File: src/rtl/alu_front_pkg.sv
// alu_front_pkg
//   Shared definitions for the ALU front end: the sequencer state
//   encoding, the blank 7-segment pattern and the hex-to-segment decoder.
//   No ports; imported by alu_front_seq and btn_debounce.
package alu_front_pkg;

    typedef enum logic [2:0] {
        S_A      = 3'd0,
        S_B      = 3'd1,
        S_OP     = 3'd2,
        S_SETTLE = 3'd3,
        S_SHOW   = 3'd4
    } state_t;

    // All segments and the decimal point off (active-low).
    localparam logic [7:0] SEG_BLANK = 8'hFF;

    // Active-low 7-segment pattern for one hex digit.
    // Bit 7 is dp (always off), bits 6..0 are g..a.
    function automatic logic [7:0] hex_to_seg(input logic [3:0] v);
        logic [7:0] s;
        case (v)
            4'h0:    s = 8'hC0;
            4'h1:    s = 8'hF9;
            4'h2:    s = 8'hA4;
            4'h3:    s = 8'hB0;
            4'h4:    s = 8'h99;
            4'h5:    s = 8'h92;
            4'h6:    s = 8'h82;
            4'h7:    s = 8'hF8;
            4'h8:    s = 8'h80;
            4'h9:    s = 8'h90;
            4'hA:    s = 8'h88;
            4'hB:    s = 8'h83;
            4'hC:    s = 8'hC6;
            4'hD:    s = 8'hA1;
            4'hE:    s = 8'h86;
            default: s = 8'h8E;
        endcase
        return s;
    endfunction

endpackage

File: src/rtl/alu_front_btn_debounce.sv
// btn_debounce
//   Conditions one raw, asynchronous, bouncy push button:
//   2-flop synchronizer -> stability counter -> rising-edge pulse.
//   Ports:
//     clk, rst  system clock, asynchronous active-high reset
//     btn       raw button level
//     pulse     one-cycle pulse when the debounced level rises
//   A press held steady produces its pulse 2 + DEBOUNCE_CYCLES cycles
//   after the first clock edge that samples it.
module btn_debounce
    import alu_front_pkg::*;
#(
    parameter int DEBOUNCE_CYCLES = 16
) (
    input  logic clk,
    input  logic rst,
    input  logic btn,
    output logic pulse
);

    localparam int CW = (DEBOUNCE_CYCLES > 2) ? $clog2(DEBOUNCE_CYCLES) : 1;

    logic [1:0]    sync;
    logic [CW-1:0] cnt;
    logic          level;
    logic          level_q;

    always_ff @(posedge clk or posedge rst) begin
        if (rst) begin
            sync    <= 2'b00;
            cnt     <= '0;
            level   <= 1'b0;
            level_q <= 1'b0;
        end else begin
            sync    <= {sync[0], btn};
            level_q <= level;
            // Any sample that agrees with the accepted level restarts the
            // count, so only an unbroken run of disagreeing samples flips it.
            if (sync[1] == level) begin
                cnt <= '0;
            end else if (cnt == CW'(DEBOUNCE_CYCLES - 1)) begin
                level <= ~level;
                cnt   <= '0;
            end else begin
                cnt <= cnt + 1'b1;
            end
        end
    end

    assign pulse = level & ~level_q;

endmodule

File: src/rtl/alu_front_seq.sv
// alu_front_seq
//   Operand/command front end for a 4-bit ALU. Three debounced step
//   presses load operand A, operand B and the opcode; the front end then
//   holds them on the ALU inputs for SETTLE_CYCLES and captures the ALU's
//   result, carry and overflow, which are shown on two 7-segment digits.
//   Ports:
//     clk, rst            system clock, asynchronous active-high reset
//     sw_data[3:0]        operand switches
//     sw_op[2:0]          opcode switches
//     btn_step, btn_clr   raw step / clear buttons
//     alu_res/car/of      ALU outputs (consumed)
//     alu_a/b, alu_ctrl   ALU operands and opcode (produced)
//     seg0                value digit (active-low)
//     seg1                status digit (active-low)
//     busy                high while waiting for the ALU to settle
//     state_led[2:0]      one-hot S_A / S_B / S_OP indicator
//   ALU interface: there is no valid/ready pair. Issuing the opcode is the
//   "valid" event; the ALU is assumed ready, and its outputs are trusted
//   only on the single capture edge SETTLE_CYCLES edges later.
//   busy and state_led together expose the sequencer state.
module alu_front_seq
    import alu_front_pkg::*;
#(
    parameter int DEBOUNCE_CYCLES = 16,
    parameter int SETTLE_CYCLES   = 2
) (
    input  logic       clk,
    input  logic       rst,
    input  logic [3:0] sw_data,
    input  logic [2:0] sw_op,
    input  logic       btn_step,
    input  logic       btn_clr,
    input  logic [3:0] alu_res,
    input  logic       alu_car,
    input  logic       alu_of,
    output logic [3:0] alu_a,
    output logic [3:0] alu_b,
    output logic [2:0] alu_ctrl,
    output logic [7:0] seg0,
    output logic [7:0] seg1,
    output logic       busy,
    output logic [2:0] state_led
);

    localparam int CNTW = $clog2(SETTLE_CYCLES + 1);

    logic           step_p;
    logic           clr_p;
    state_t         state;
    logic [CNTW-1:0] cnt;
    logic [3:0]     res_q;
    logic           car_q;
    logic           of_q;
    logic [7:0]     seg0_n;
    logic [7:0]     seg1_n;

    btn_debounce #(.DEBOUNCE_CYCLES(DEBOUNCE_CYCLES)) u_step (
        .clk   (clk),
        .rst   (rst),
        .btn   (btn_step),
        .pulse (step_p)
    );

    btn_debounce #(.DEBOUNCE_CYCLES(DEBOUNCE_CYCLES)) u_clr (
        .clk   (clk),
        .rst   (rst),
        .btn   (btn_clr),
        .pulse (clr_p)
    );

    // Sequencer. clr_p wins over step_p and aborts a pending capture.
    always_ff @(posedge clk or posedge rst) begin
        if (rst) begin
            state    <= S_A;
            cnt      <= '0;
            alu_a    <= 4'h0;
            alu_b    <= 4'h0;
            alu_ctrl <= 3'h0;
            res_q    <= 4'h0;
            car_q    <= 1'b0;
            of_q     <= 1'b0;
        end else if (clr_p) begin
            state    <= S_A;
            cnt      <= '0;
            alu_a    <= 4'h0;
            alu_b    <= 4'h0;
            alu_ctrl <= 3'h0;
            res_q    <= 4'h0;
            car_q    <= 1'b0;
            of_q     <= 1'b0;
        end else begin
            case (state)
                S_A: begin
                    if (step_p) begin
                        alu_a <= sw_data;
                        state <= S_B;
                    end
                end
                S_B: begin
                    if (step_p) begin
                        alu_b <= sw_data;
                        state <= S_OP;
                    end
                end
                S_OP: begin
                    if (step_p) begin
                        alu_ctrl <= sw_op;
                        cnt      <= '0;
                        state    <= S_SETTLE;
                    end
                end
                S_SETTLE: begin
                    // The ALU outputs are looked at on this edge only.
                    if (cnt == CNTW'(SETTLE_CYCLES - 1)) begin
                        res_q <= alu_res;
                        car_q <= alu_car;
                        of_q  <= alu_of;
                        state <= S_SHOW;
                    end else begin
                        cnt <= cnt + 1'b1;
                    end
                end
                S_SHOW: begin
                    if (step_p) begin
                        state <= S_A;
                    end
                end
                default: state <= S_A;
            endcase
        end
    end

    // Display contents for the current state; registered below.
    always_comb begin
        seg0_n = SEG_BLANK;
        seg1_n = SEG_BLANK;
        case (state)
            S_A: begin
                seg0_n = hex_to_seg(sw_data);
                seg1_n = hex_to_seg(4'h1);
            end
            S_B: begin
                seg0_n = hex_to_seg(sw_data);
                seg1_n = hex_to_seg(4'h2);
            end
            S_OP: begin
                seg0_n = hex_to_seg({1'b0, sw_op});
                seg1_n = hex_to_seg(4'h3);
            end
            S_SHOW: begin
                seg0_n = hex_to_seg(res_q);
                seg1_n = hex_to_seg({2'b00, of_q, car_q});
            end
            default: begin
                seg0_n = SEG_BLANK;
                seg1_n = SEG_BLANK;
            end
        endcase
    end

    always_ff @(posedge clk or posedge rst) begin
        if (rst) begin
            seg0 <= SEG_BLANK;
            seg1 <= SEG_BLANK;
        end else begin
            seg0 <= seg0_n;
            seg1 <= seg1_n;
        end
    end

    assign busy = (state == S_SETTLE);

    always_comb begin
        state_led = 3'b000;
        case (state)
            S_A:     state_led = 3'b001;
            S_B:     state_led = 3'b010;
            S_OP:    state_led = 3'b100;
            default: state_led = 3'b000;
        endcase
    end

endmodule

File: config.mk
export PLATFORM = sky130hd
export DESIGN_NAME = alu_front_seq
export DESIGN_NICKNAME = d
export VERILOG_FILES = /design/src/rtl/alu_front_pkg.sv /design/src/rtl/alu_front_btn_debounce.sv /design/src/rtl/alu_front_seq.sv
export SDC_FILE = /design/constraint.sdc
export NUM_CORES = 1
export LEC_CHECK = 0
export BUFFER_PORTS_ARGS = -buffer_cell sky130_fd_sc_hd__buf_2
export CORE_ASPECT_RATIO = 0.7
export CORE_MARGIN = 1.5
export CORE_UTILIZATION = 35
export CTS_CLUSTER_SIZE = 24
export DETAILED_ROUTE_END_ITERATION = 8
export HOLD_SLACK_MARGIN = 0.06
export MAX_ROUTING_LAYER = met4
export PLACE_DENSITY = 0.53
export SETUP_SLACK_MARGIN = 0.02
export SYNTH_ARGS = -nofsm -noshare
export SYNTH_HDL_FRONTEND = slang
export SYNTH_SLANG_ARGS = --single-unit
File: constraint.sdc
create_clock -name clk -period 2.3 [get_ports clk]
set_input_delay 0.46 -clock clk [delete_from_list [all_inputs] [get_ports clk]]
set_output_delay 0.46 -clock clk [all_outputs]
set_load 0.02 [all_outputs]
==> results.json, run 1 <==
{
  "cts_made_buffers": 5,
  "r2r-start": "state[0]",
  "ant_nets": 0,
  "ios": 48,
  "n_antenna_cell": 0,
  "synth_common_cells": "dfrtp_1, a21oi_1, nor2_1, ha_1, nand2_1",
  "clk_pin_slew_ns": 0.07,
  "hold_path_class": "input pin to asynchronous set/reset pin",
  "die-area_um2": 8700,
  "synthCells": 296,
  "ys_seq_area_share_pct": 45.3,
  "yosysTopAreaCellShare_pct": 33.4,
  "post_cts_buffers": 0,
  "cp_cell_sequence": "nor3b_1, buf_2",
  "rsz0062_at_grt": "false",
  "vias": 2190,
  "slew_viol_final": 0,
  "cts_tree": "yes",
  "nNetsFinal": 373,
  "critical_path_class": "flip-flop to output pin",
  "drc_errors": 0,
  "cellPowerDensity_nw_per_um2": 622,
  "ys_ff_latch": 51,
  "synthSimpleGateAreaFrac_pct": 16.8,
  "routed_wl_mm": 6.29,
  "synth-xor-area-share_pct": 1.23,
  "grt_pass1_vias": 2038,
  "yosys_warnings": 0,
  "critPathRequiredTime_ns": 1.84,
  "synth_fa_ha_area_share_pct": 9.66,
  "yosys.area.top_type": "dfrtp_1",
  "viasPerCell": 5.02,
  "crit_start": "state[0]",
  "ys_top_cells_by_area": "dfrtp_1, dfstp_2, ha_1, a21oi_1, mux2i_1",
  "drt_pass1_iterations": 4,
  "synth_area_um2": 2850,
  "holdBufCountCts": 0,
  "cts_resized": 0,
  "fin_crit_sh_pct": 93.0,
  "initialDrtViolationCount": 129,
  "seq_area_um2": 1290,
  "cts_buffer_depth": 2,
  "cts_root_buffer": "clkbuf_16",
  "synth_edf_count": 0,
  "vdd_drop_max_v": 0.000336,
  "drv_cap": 0,
  "routedWlPerCell_um": 14.4,
  "coreArea_um2": 7870,
  "arrival_ns": 1.68,
  "dp_hpwl_mm": 4.46,
  "synthFlopType": "dfrtp_1",
  "outcome": "finished, final reports clean",
  "finalWeightedCongestion": 0.856,
  "synth_cell_types": 39,
  "fp-row-count": 27,
  "cts_sinks": 51,
  "synth_most_common_cell": "dfrtp_1",
  "antenna_found_initial": 0,
  "start_util_pct": 36.2,
  "critical-path-slowest-cell": "dfrtp_1",
  "fill_cells": 789,
  "muxShareOfSynthArea_pct": 6.94,
  "portBuffers": 45,
  "grt_pass1_wl_mm": 10.5,
  "relSlewSlack_pct": 63.9,
  "fin_tns_setup_ns": 0,
  "grt_max_degree": 52,
  "drive_gt1_share_pct": 23.0,
  "multiInputGateArea_um2": 1380,
  "setup_viol": 0,
  "syn_area_per_cell_um2": 9.63,
  "track_usage_pct": 15.5,
  "final-hold-violation-count": 0,
  "fin_crit_ns": 2.14,
  "synth_top_family_by_area": "simple AND/OR/NAND/NOR gates",
  "fmax_mhz": 468,
  "overflow": 0,
  "endpoint_kind": "output pin",
  "syn_to_final_growth_pct": 16.5,
  "synth_compound_area_share_pct": 13.7,
  "clkLatencyLatePin_ns": 0.29,
  "die_h_um": 78.5,
  "worst_pin_slew_ns": 0.541,
  "fp.dieW_um": 111,
  "cpPeakStageDelay_ns": 0.57,
  "p_leak_nw": 1.64,
  "fin_util_pct": 42.2,
  "synth-async-reset-ratio_pct": 100,
  "total_power_w": 0.00206,
  "cp-start-kind": "flip-flop",
  "crit_fanout": 19,
  "clock_skew_ns": 0.00688,
  "htree_levels": 2
}
-- final cells by class --
cell class,count,share of cell area [%]
Inverter,19,2.15
Tap cell,101,3.81
Clock inverter,3,1.39
Timing Repair Buffer,50,8.29
Clock buffer,5,3.77
Multi-Input combinational cell,207,41.7
Sequential cell,51,38.9
-- cells in the final DEF, fill, tap and decap left out, drive strengths merged, types with 2 or more instances in the layout --
master    n
nor3      4
a21oi    32
nor2b     7
nand2    19
inv      19
xnor2     4
o21ai    16
nand3    10
a311oi    2
nor3b     4
mux2      2
dfrtp    38
a21o      2
mux2i    13
buf      50
nor2     28
dfstp    13
clkbuf    5
a31oi     4
mux4      2
conb      2
ha       22
or3       2
nand2b   16
a2bb2oi   2
o221ai    4
-- state kept, by name, summed over array words and instances (netlist names), 2 cells and up --
name and count:
alu_a 4, u_clr.sync 2, cnt 2, alu_b 4
u_step.cnt 4, seg0 7, seg1 6, res_q 4
u_clr.cnt 4, u_step.sync 2, state 3, alu_ctrl 3
-- final timing paths --
check / endpoint / slack (ns) / cells after the start
worst min-delay path: u_clr.sync[0] / 0.20 / 3
worst min register to register: u_step.sync[1] / 0.35 / 0
worst max-delay path: state_led[2] / 0.16 / 2
worst max register to register: alu_ctrl[1] / 0.52 / 4
max in group asynchronous: seg0[1] / 1.80 / 3
min in group clk: u_clr.sync[0] / 0.27 / 1
-- metal layers --
layer  part of all wire, %  track usage, %  wire length, µm  vias to the layer above
li1                      -               -                -                     1077
met1                    52            22.5             3290                     1064
met5                     0               -                0                        -
met2                    42            22.2             2660                       45
met4                  0.70            3.08               44                        0
met3                   4.6            3.40              290                        4
-- cells by family after synthesis --
kind of cell             Yosys count
AO/OA/AOI/OAI                     67
adder cells (fa/ha/maj)           22
multiplexers                      17
other                              1
flip-flops                        51
buffers and inverters             39
XOR/XNOR                           4
AND/OR/NAND/NOR                   95
-- where the power goes --
part,internal (W),switching [W],leakage [nW],total (W)
combinational,0.0000860,0.000135,0.962,0.000221
clock,0.000518,0.000356,0.0804,0.000874
sequential,0.000943,0.0000255,0.596,0.000968
-- per-stage QoR --
stage               instances  hold slack [ns]  cell area, µm²  worst slack (ns)
floorplan                 297            0.331            2850             0.512
global placement          428            0.335            3150             0.499
detailed placement        428            0.339            3150             0.451
CTS                       436            0.215            3320             0.136
global route              436            0.232            3320            0.0336
finish                    436            0.202            3320             0.162
-- worst max-delay path: cells and delay by family (launching register included) --
family,cells,cell delay [ns]
buffers and inverters,1,0.27
flip-flops,1,0.57
AND/OR/NAND/NOR,1,0.55
(Power assumes the default switching activity.)
==> inputs of run 2 (changes only) <==
--- a/config.mk
+++ b/config.mk
@@ -13,7 +13,7 @@
 export DETAILED_ROUTE_END_ITERATION = 8
 export HOLD_SLACK_MARGIN = 0.06
 export MAX_ROUTING_LAYER = met4
-export PLACE_DENSITY = 0.53
+export PLACE_DENSITY = 0.55
 export SETUP_SLACK_MARGIN = 0.02
 export SYNTH_ARGS = -nofsm -noshare
 export SYNTH_HDL_FRONTEND = slang
==> constraint.sdc (replaced) <==
create_clock -name clk -period 1.9 [get_ports clk]
set_input_delay 0.38 -clock clk [delete_from_list [all_inputs] [get_ports clk]]
set_output_delay 0.38 -clock clk [all_outputs]
set_load 0.02 [all_outputs]
==> results.json, run 2 (synthesis gave the netlist of run 1 again) <==
{
  "cts_sinks": 51,
  "worst_slack_ns": 0.150,
  "regMostFlops": "seg0",
  "cts_tree": "yes",
  "dp_worst_setup_slack_ns": 0.148,
  "p_leak_nw": 1.66,
  "reg.largest.list": "seg0 (7), seg1 (6)",
  "initialDrtViolationCount": 136,
  "cts_made_buffers": 5,
  "outcome": "finished, final reports clean",
  "die_h_um": 78.5,
  "p_sw_w": 0.000628,
  "final_common_cell": "buf_2",
  "cellPowerDensity_nw_per_um2": 708,
  "finalWeightedCongestion": 0.834,
  "fin_tns_setup_ns": 0,
  "grt_pass1_wl_mm": 10.3,
  "mostFrequentLayoutCells": "buf_2, dfrtp_1, a21oi_1, nor2_1, ha_1",
  "start_util_pct": 36.2,
  "swShare_pct": 26.4,
  "place_inst": 434,
  "hold_path_class": "input pin to asynchronous set/reset pin",
  "fmax_mhz": 571,
  "layoutNonFillerInstCount": 443,
  "vdd_drop_max_v": 0.000419,
  "largest_reg_flops": 7,
  "viasPerCell": 4.90,
  "drc_errors": 0,
  "setup_viol": 0,
  "fin_util_pct": 42.7,
  "n_antenna_cell": 0,
  "power_frac_comb_pct": 11.4,
  "drt_pass1_iterations": 4,
  "fp.dieW_um": 111,
  "htree_levels": 2,
  "syn_to_final_growth_pct": 18.0,
  "clockPowerShare_pct": 39.4,
  "critPathRequiredTime_ns": 1.52,
  "slew_viol_final": 0,
  "cts_root_buffer": "clkbuf_16",
  "antenna_found_initial": 0,
  "grt_max_degree": 52,
  "vias": 2170,
  "clock_skew_ns": 0.00657,
  "clk_pin_slew_ns": 0.07,
  "internal_power_w": 0.00175,
  "rsz0062_at_grt": "false",
  "routed_wl_mm": 6.28,
  "routedWlPerCell_um": 14.2,
  "track_usage_pct": 15.2,
  "ios": 48,
  "fp-row-count": 27,
  "nNetsFinal": 380,
  "portBuffers": 45,
  "holdBufCountCts": 0,
  "cts_buffer_depth": 2,
  "crit_fanout": 16,
  "coreArea_um2": 7870,
  "drv_cap": 0,
  "ant_nets": 0,
  "die-area_um2": 8700,
  "fin_crit_sh_pct": 92.1,
  "pwr-share-seq_pct": 49.2,
  "drive_gt1_share_pct": 25.4,
  "fin_crit_ns": 1.75,
  "overflow": 0,
  "endpoint_kind": "output pin",
  "final-hold-violation-count": 0,
  "cp-start-kind": "flip-flop",
  "critical_path_class": "flip-flop to output pin",
  "grt_pass1_vias": 2099,
  "clkLatencyLatePin_ns": 0.29,
  "arrival_ns": 1.37,
  "dp_hpwl_mm": 4.60
}
[run 2: cell count changes in the layout (fill, tap and decap cells not counted)]
| cell | delta |
|---|---|
| buf_4 | +7 |
| bufinv_16 | -1 |
| clkinv_1 | -1 |
| clkinv_4 | +2 |
| dfrtp_1 | -2 |
| dfrtp_2 | +2 |
| inv_6 | -1 |
| inv_8 | +1 |
[run 2: area by class of cell]
cell class | instances | area, µm²
Clock inverter | 3 | 28.8
Inverter | 19 | 75.1
Sequential cell | 51 | 1290
Clock buffer | 5 | 125
Fill cell | 773 | 4510
Multi-Input combinational cell | 207 | 1380
Tap cell | 101 | 126
Timing Repair Buffer | 57 | 328
[run 2: power groups by stage]
stage | sequential, W | clock (W) | combinational [W]
floorplan | 0.00122 | 0 | 0.000147
global placement | 0.00119 | 0 | 0.000273
detailed placement | 0.00119 | 0 | 0.000273
CTS | 0.00117 | 0.000963 | 0.000275
global route | 0.00118 | 0.00101 | 0.000303
finish | 0.00117 | 0.000938 | 0.000271
[run 2: per-stage QoR]
step,cell area (µm²),power (W),hold WS [ns]
floorplan,2850,0.00137,0.331
global placement,3190,0.00146,0.337
detailed placement,3190,0.00146,0.338
CTS,3350,0.00241,0.134
global route,3360,0.00249,0.147
finish,3360,0.00238,0.129
[run 2: final timing paths]
check                                     from              to  slack (ns)  cells after the start
worst max register to register        res_q[0]         seg0[3]        0.22                      6
worst min register to register  u_step.sync[0]  u_step.sync[1]        0.35                      0
min in group clk                       btn_clr   u_clr.sync[0]        0.19                      1
worst min-delay path                       rst   u_step.cnt[3]        0.13                      3
max in group asynchronous                  rst         seg0[2]        1.49                      3
worst max-delay path                  state[0]    state_led[0]        0.15                      3
[run 2: timing repair]
action,in CTS,in global routing
pin swaps,0,0
hold endpoints to repair,0,0
resized for setup,2,1
setup buffers,0,1
endpoints found under the setup margin,1,1
[run 2: critical path, stage by stage (launching register included)]
cell and delay [ns]:
dfrtp_2 0.51, buf_4 0.18, nor3_1 0.19, buf_2 0.20
[run 2: per-layer routing]
metal  GRT usage, %  part of all wire, %  vias up
met4           2.31                 0.14        0
li1               -                    -     1090
met5              -                    0        -
met3           3.63                  5.2        2
met1           21.5                   51     1027
met2           22.8                   43       51
